### config.mk
export PLATFORM = sky130hd
export DESIGN_NAME = hex_display_scanner_flat
export DESIGN_NICKNAME = d
export VERILOG_FILES = /design/src/rtl/hex_display_scanner_if.sv /design/src/rtl/hex_display_scanner.sv /design/src/flat_wrapper.sv
export SDC_FILE = /design/constraint.sdc
export NUM_CORES = 1
export LEC_CHECK = 0
export CAP_MARGIN = 20
export CELL_PAD_IN_SITES_DETAIL_PLACEMENT = 1
export CELL_PAD_IN_SITES_GLOBAL_PLACEMENT = 1
export CORE_MARGIN = 5
export CORE_UTILIZATION = 40
export DETAILED_ROUTE_END_ITERATION = 8
export GPL_ROUTABILITY_DRIVEN = 0
export GPL_TIMING_DRIVEN = 1
export PLACE_DENSITY = 0.84
export RECOVER_POWER = 25
export SYNTH_ARGS = -nofsm -noshare
export SYNTH_HDL_FRONTEND = slang
export SYNTH_SLANG_ARGS = --single-unit
### constraint.sdc
create_clock -name clk -period 2.34 [get_ports clk]
set_clock_uncertainty 0.05 [all_clocks]
set_input_delay 0.234 -clock clk [delete_from_list [all_inputs] [get_ports clk]]
set_output_delay 0.234 -clock clk [all_outputs]
set_load 0.05 [all_outputs]
### src/rtl/hex_display_scanner_if.sv
// Display-side bundle of the hex scanner: value/load in, decoder nibble,
// digit enables and frame pulse out, plus pending/display state for observation.
interface hex_display_scanner_if #(
   parameter int DIGITS = 4
);
   logic [4*DIGITS-1:0] value;
   logic                load;
   logic [3:0]          num;
   logic [DIGITS-1:0]   digit_en;
   logic                frame;
   logic                pend_flag;
   logic [4*DIGITS-1:0] disp;

   // load is a single-cycle strobe with no ready: the scanner accepts every load.
   modport master (
      output value, load,
      input  num, digit_en, frame, pend_flag, disp
   );

   modport slave (
      input  value, load,
      output num, digit_en, frame, pend_flag, disp
   );
endinterface

### src/rtl/hex_display_scanner.sv
// Time-multiplexed 7-segment scan controller: steps through DIGITS nibbles,
// with loads held pending until the frame wraps so a frame never tears.
module hex_display_scanner #(
   parameter int DIGITS      = 4,
   parameter int REFRESH_DIV = 50000,
   parameter int BLANK_LZ    = 1
) (
   input  logic                 clk,
   input  logic                 reset,
   hex_display_scanner_if.slave bus
);
   localparam int PW = (REFRESH_DIV > 1) ? $clog2(REFRESH_DIV) : 1;
   localparam int IW = (DIGITS > 1) ? $clog2(DIGITS) : 1;
   localparam logic [PW-1:0] PRESC_MAX = PW'(REFRESH_DIV - 1);
   localparam logic [IW-1:0] IDX_MAX   = IW'(DIGITS - 1);

   logic [PW-1:0]       presc_q, presc_d;
   logic [IW-1:0]       idx_q, idx_d;
   logic [4*DIGITS-1:0] disp_q, disp_d;
   logic [4*DIGITS-1:0] pend_q, pend_d;
   logic                pend_flag_q, pend_flag_d;
   logic [3:0]          num_q, num_d;
   logic [DIGITS-1:0]   en_q, en_d;
   logic                frame_q, frame_d;

   logic                tick, wrap, zero_above;
   logic [DIGITS-1:0]   blank;
   int                  idx_int;

   always_comb begin
      tick        = (presc_q == PRESC_MAX);
      wrap        = tick && (idx_q == IDX_MAX);
      presc_d     = tick ? '0 : presc_q + 1'b1;
      idx_d       = idx_q;
      disp_d      = disp_q;
      pend_d      = pend_q;
      pend_flag_d = pend_flag_q;
      idx_int     = int'(idx_q);

      if (tick) begin
         idx_d = (idx_q == IDX_MAX) ? '0 : idx_q + 1'b1;
      end

      // A load landing on the wrap edge goes straight to the display and
      // supersedes anything still pending.
      if (wrap) begin
         if (bus.load) begin
            disp_d      = bus.value;
            pend_flag_d = 1'b0;
         end else if (pend_flag_q) begin
            disp_d      = pend_q;
            pend_flag_d = 1'b0;
         end
      end else if (bus.load) begin
         pend_d      = bus.value;
         pend_flag_d = 1'b1;
      end

      // Walk from the top digit down; a digit is blank only while every
      // nibble from it upward is zero. Digit 0 always stays lit.
      blank      = '0;
      zero_above = 1'b1;
      for (int i = DIGITS - 1; i > 0; i--) begin
         zero_above = zero_above && (disp_q[4*i +: 4] == 4'h0);
         blank[i]   = (BLANK_LZ != 0) && zero_above;
      end

      num_d   = disp_q[4*idx_int +: 4];
      en_d    = blank[idx_int] ? '1 : ~(DIGITS'(1) << idx_q);
      frame_d = wrap;
   end

   always_ff @(posedge clk) begin
      if (reset) begin
         presc_q     <= '0;
         idx_q       <= '0;
         disp_q      <= '0;
         pend_q      <= '0;
         pend_flag_q <= 1'b0;
         num_q       <= 4'h0;
         en_q        <= ~(DIGITS'(1));
         frame_q     <= 1'b0;
      end else begin
         presc_q     <= presc_d;
         idx_q       <= idx_d;
         disp_q      <= disp_d;
         pend_q      <= pend_d;
         pend_flag_q <= pend_flag_d;
         num_q       <= num_d;
         en_q        <= en_d;
         frame_q     <= frame_d;
      end
   end

   assign bus.num       = num_q;
   assign bus.digit_en  = en_q;
   assign bus.frame     = frame_q;
   assign bus.pend_flag = pend_flag_q;
   assign bus.disp      = disp_q;
endmodule
### src/flat_wrapper.sv
// flat-port wrapper written by rule: the top's interface ports become plain ports
module hex_display_scanner_flat 
#(
   parameter int DIGITS      = 4,
   parameter int REFRESH_DIV = 50000,
   parameter int BLANK_LZ    = 1
)
  (clk, reset, bus_value, bus_load, bus_num, bus_digit_en, bus_frame, bus_pend_flag, bus_disp);
  hex_display_scanner_if #(.DIGITS(DIGITS)) bus_i ();
  input  logic clk;
  input  logic reset;
  input wire logic [$bits(bus_i.value)-1:0] bus_value;
  input wire logic [$bits(bus_i.load)-1:0] bus_load;
  output wire logic [$bits(bus_i.num)-1:0] bus_num;
  output wire logic [$bits(bus_i.digit_en)-1:0] bus_digit_en;
  output wire logic [$bits(bus_i.frame)-1:0] bus_frame;
  output wire logic [$bits(bus_i.pend_flag)-1:0] bus_pend_flag;
  output wire logic [$bits(bus_i.disp)-1:0] bus_disp;
  assign bus_i.value = bus_value;
  assign bus_i.load = bus_load;
  assign bus_num = bus_i.num;
  assign bus_digit_en = bus_i.digit_en;
  assign bus_frame = bus_i.frame;
  assign bus_pend_flag = bus_i.pend_flag;
  assign bus_disp = bus_i.disp;
  hex_display_scanner #(.DIGITS(DIGITS), .REFRESH_DIV(REFRESH_DIV), .BLANK_LZ(BLANK_LZ)) u_core (.clk(clk), .reset(reset), .bus(bus_i));
endmodule
**Word level (Yosys, flattened, before mapping)**

Index checks and enable logic that the tools add are counted.

- Bits in registers: 60
- Bits of input ports: 19
- Output and inout port bits: 26
- Word-level logic and storage cells: 36

- Add/subtract/negate cells: 2
- $lt $le $gt $ge: 1
- Equal/unequal tests: 2
- Shift operators: 2
- Mux-type cells: 6
- Bitwise logic cells: 2
- Reduce and logical (&&, ||, !) cells: 12

Operators with widths:

| kind | number |
|---|---|
| 2-to-1 mux 16 bit | 2 |
| adder 16 x 1 -> 16 bit, second input constant | 1 |
| equality test 16 bit, second input constant | 1 |
| indexed part select 16 x 5 -> 4 bit | 1 |
| zero test 4 bit | 3 |
| OR reduction 2 bit | 3 |
| inverter 4 bit | 1 |
| AND reduction 2 bit | 2 |
| left shift 1 x 2 -> 4 bit, first input constant | 1 |
| logical AND 1 bit | 3 |
| < comparator 2 x 3 -> 1 bit, second input constant | 1 |
| adder 2 x 1 -> 2 bit, second input constant | 1 |
| binary-select mux 1 bit (select 2 bit) | 1 |
| equality test 2 bit, second input constant | 1 |
| 2-to-1 mux 1 bit | 2 |
| 2-to-1 mux 2 bit | 1 |
| nonzero test 2 bit | 1 |
| inverter 1 bit | 1 |

**Longest topological paths before layout**

- Depth after elaboration: 6
- Gate-level depth with buffers: 8

**Worst setup path before layout**

Ideal clock, no wire load.

- Kind: reg-to-reg
- Start point: register u_core.presc_q[7]
- End point: register u_core.pend_q[10]
- Setup time: 128 ps
- Arrival time: 1873 ps
- Required time: 2162 ps
- Setup slack: 290 ps
- Cell stages (with the launch flop): 6
- Clock period less this slack: 2050 ps
- Path through: dfxtp_1 -> or4_4 -> o41ai_4 -> buf_6 -> mux2i_1 -> nor2_1

- Longest elaborated chain between the ends: 4

RTL lines:

| element | line | text |
|---|---|---|
| start: declaration | hex_display_scanner.sv:17 | `logic [PW-1:0] presc_q, presc_d;` |
| start signal: assignment | hex_display_scanner.sv:84 | `presc_q <= presc_d;` |
| equality test 16 bit | hex_display_scanner.sv:31 | `tick = (presc_q == PRESC_MAX);` |
| logical AND 1 bit | hex_display_scanner.sv:32 | `wrap = tick && (idx_q == IDX_MAX);` |
| inverter 1 bit (no line) | -- |  |
| AND reduction 2 bit (no line) | -- |  |
| end signal: assignment | hex_display_scanner.sv:87 | `pend_q <= pend_d;` |
| end: declaration | hex_display_scanner.sv:20 | `logic [4*DIGITS-1:0] pend_q, pend_d;` |

Every way passes these cells.
A chain may end at the register's enable or synchronous reset.

**Worst setup path in the final report**

- Start point: register u_core.presc_q[7]
- End point: register u_core.disp_q[4], in the netlist u_core.bus.disp[4]

- Longest elaborated chain between the ends: 3

RTL lines:

| element | line | text |
|---|---|---|
| equality test 16 bit | hex_display_scanner.sv:31 |  |
| logical AND 1 bit | hex_display_scanner.sv:32 |  |
| AND reduction 2 bit (no line) | -- |  |
| end signal: assignment | hex_display_scanner.sv:86 | `disp_q <= disp_d;` |
| end: declaration | hex_display_scanner.sv:19 | `logic [4*DIGITS-1:0] disp_q, disp_d;` |

Every way passes these cells.

==> results.py <==
metrics = {
    "timing": {
        "fmax_ghz": 0.490,
        "finalHoldViolCount": 0,
        "relSlewSlack_pct": 61.3,
        "grt_setup_unrepaired": "false",
        "drv_slew": 0,
        "setup_viol": 0,
        "period_share_pct": 87.2,
        "setup_ws_ns": 0.300,
        "tightest_slew_ns": 0.581,
        "min_period_ns": 2.04,
        "fin_tns_setup_ns": 0,
    },
    "routing": {
        "vias": 2058,
        "antenna_left": 0,
        "drt_wl_total_um": 6250,
        "wl_per_cell_um": 16.2,
        "routed_via_density": 5.33,
        "first_pass_iters": 4,
        "drcViolationCount": 0,
        "first_iter_violations": 69,
    },
    "clocking": {
        "cts_setup_buffers": 0,
        "cts_inserted_buffers": 9,
        "cts_hold_buffers": 0,
        "cts_buffer_depth": 2,
        "clkSinkCount": 60,
        "htree_levels": 3,
        "clkTransAtPathRegs_ns": 0.07,
        "post_cts_resized": 0,
        "cts_root_buf": "clkbuf_8",
        "clk_latency_ns": 0.34,
        "cts_tree": "done",
    },
    "grt": {
        "use_met3_pct": 3.92,
        "grt_pass1_wl_um": 10600,
        "grt_overflow": 0,
        "grt_max_degree": 22,
        "antenna_found_initial": 0,
        "grt_use_met1_pct": 19.5,
        "busiest_layer": "met2",
        "grt_pass1_vias": 2167,
        "use_met2_pct": 26.5,
        "grtUsageTotal_pct": 16.2,
    },
    "power": {
        "fin_total_pwr_w": 0.00214,
        "p_leak_nw": 1.24,
        "peakVddDrop_mv": 0.300,
        "power_density_nw_per_um2": 650,
    },
    "floorplanning": {
        "start_util_pct": 40.7,
        "die_area_um2": 8090,
        "rows": 29,
        "die_w_um": 89.9,
        "io_pins": 45,
        "fp.coreArea_um2": 6280,
        "dieHeight_um": 89.9,
    },
    "synth": {
        "ys_seq_area_share_pct": 47.0,
        "syn_area_per_cell_um2": 9.98,
        "syn_inst": 256,
        "netlist_area_um2": 2550,
        "ys_seq_elements": 60,
        "synth.distinct_cells": 27,
        "synth_nets": 280,
        "yosysWarnings": 0,
    },
    "setup_path": {
        "slowest_stage": "or4_4",
        "crit_path_start_kind": "register",
        "cpPeakStageDelay_ns": 0.57,
        "setup.worst_path.class": "reg2reg",
        "worstPathCellList": "or4_4, nor4_2, buf_4, a21oi_1, a211oi_1",
        "crit_fanout": 13,
        "startpoint": "u_core.presc_q[7]",
        "rrSetupSlack_ns": 0.30,
        "r2r-end": "u_core.bus.disp[4]",
        "crit_arrival_ns": 2.23,
        "cp-end-kind": "register",
        "r2r-start": "u_core.presc_q[7]",
        "reg2reg_depth": 5,
        "cp_data_required_time_ns": 2.53,
    },
    "layout": {
        "seqCellArea_um2": 1200,
        "drive_above_1_share_pct": 10.7,
        "area_delta_synth_final_pct": 29.1,
        "layout_commonest_cell": "dfxtp_1",
        "fillers": 716,
        "final_cell_mix": "dfxtp_1, nor2_1, mux2i_1",
        "fin_nets": 328,
        "multi_input_area_um2": 1260,
        "diodes": 0,
        "final_cells": 386,
    },
    "worst_hold_path": {
        "holdPathStages": 1,
        "hp-start": "u_core.presc_q[0]",
        "holdPathEnd": "u_core.presc_q[0]",
        "hold_path_class": "reg2reg",
    },
    "placement": {
        "dp_hpwl_um": 4560,
        "io_buffers": 44,
        "dp_cells": 370,
        "dp_slack_ns": 0.310,
    },
    "run_status": {
        "status": "finished clean",
    },
    "run": {
        "max_cap_violations": 0,
    },
}
-- layer usage --
metal,up-vias,routed length (um),share of wire (%)
li1,997,-,-
met1,1003,2840,45
met4,0,155,2.5
met5,-,0,0
met2,44,3020,48
met3,14,232,3.7
-- state kept, by name, summed over array words and instances, names as in the netlist --
signal and count:
u_core.bus.pend_flag 1, u_core.bus.num 4, u_core.bus.disp 16, u_core.bus.frame 1, u_core.presc_q 16, u_core.pend_q 16
u_core.bus.digit_en 4, u_core.idx_q 2
-- critical path, delay by kind of cell, from the launching register on --
kind	cells	cell delay, ns
buffers and inverters	1	0.30
DFF	1	0.33
AOI/OAI and AO/OA	2	0.34
and+or+nand+nor	2	0.94
-- final cells by class --
cell class / count / share of cell area, %
clock buffers: 12 / 4.70
clock inverters: 4 / 1.44
inverters: 6 / 0.683
multi-input cells: 172 / 38.1
flip-flops and latches: 60 / 36.4
well taps: 77 / 2.92
repair buffers: 55 / 15.7
-- through the flow --
stage / hold slack, ns / util, % / instance area [um2]
floorplan: 0.328 / - / 2550
global placement: 0.396 / 49.4 / 3100
detailed placement: 0.409 / 49.4 / 3100
CTS: 0.425 / 52.6 / 3300
global route: 0.447 / 52.5 / 3300
finish: 0.419 / 52.5 / 3300
-- synthesized netlist by cell type, drive strengths merged --
library cell / instances / area share [%]
nor4: 8 / 2.0
nor2: 41 / 6.0
mux2i: 34 / 13
clkbuf: 12 / 1.8
xnor2: 13 / 4.5
or2: 1 / 0.25
nor3: 3 / 0.59
nand4b: 1 / 0.34
xor2: 1 / 0.34
a211oi: 17 / 5.0
nor2b: 5 / 1.2
nand4bb: 1 / 0.44
and3b: 2 / 0.69
o211ai: 1 / 0.29
or4: 1 / 0.44
o41ai: 1 / 1.1
and2: 1 / 0.25
inv: 6 / 0.88
mux4: 4 / 3.5
a21oi: 16 / 3.1
ha: 5 / 2.4
nand3: 6 / 1.2
nand2: 5 / 0.73
nand4: 5 / 1.2
buf: 6 / 1.4
dfxtp: 60 / 47
-- worst max path at each step --
| stage | cells past startpoint | slack, ns | to |
|---|---|---|---|
| global placement | 5 | 0.41 | u_core.pend_q[14] |
| global route | 5 | 0.20 | u_core.bus.disp[4] |
| detailed placement | 5 | 0.31 | u_core.pend_q[11] |
| floorplan | 5 | 0.29 | u_core.pend_q[10] |
| finish | 5 | 0.30 | u_core.bus.disp[4] |
| CTS | 5 | 0.30 | u_core.bus.disp[4] |
-- cells by family (layout without fill, tap and decap cells) --
logic type	Yosys count	after routing	synth area share, %
multiplexers	38	38	16.8
XOR/XNOR	14	14	4.80
buffers and inverters	24	77	4.06
adder cells (fa/ha/maj)	5	5	2.45
flip-flops	60	60	47.0
AO/OA/AOI/OAI	35	35	9.50
AND/OR/NAND/NOR	80	80	15.3
-- where the power goes --
group | leakage (nW) | internal [W] | switching (W)
Sequential | 0.487 | 0.00104 | 0.0000141
Combinational | 0.647 | 0.0000686 | 0.0000664
Clock | 0.102 | 0.000546 | 0.000405
Total | 1.24 | 0.00166 | 0.000486
No activity file was read; power rests on OpenSTA's default activity.
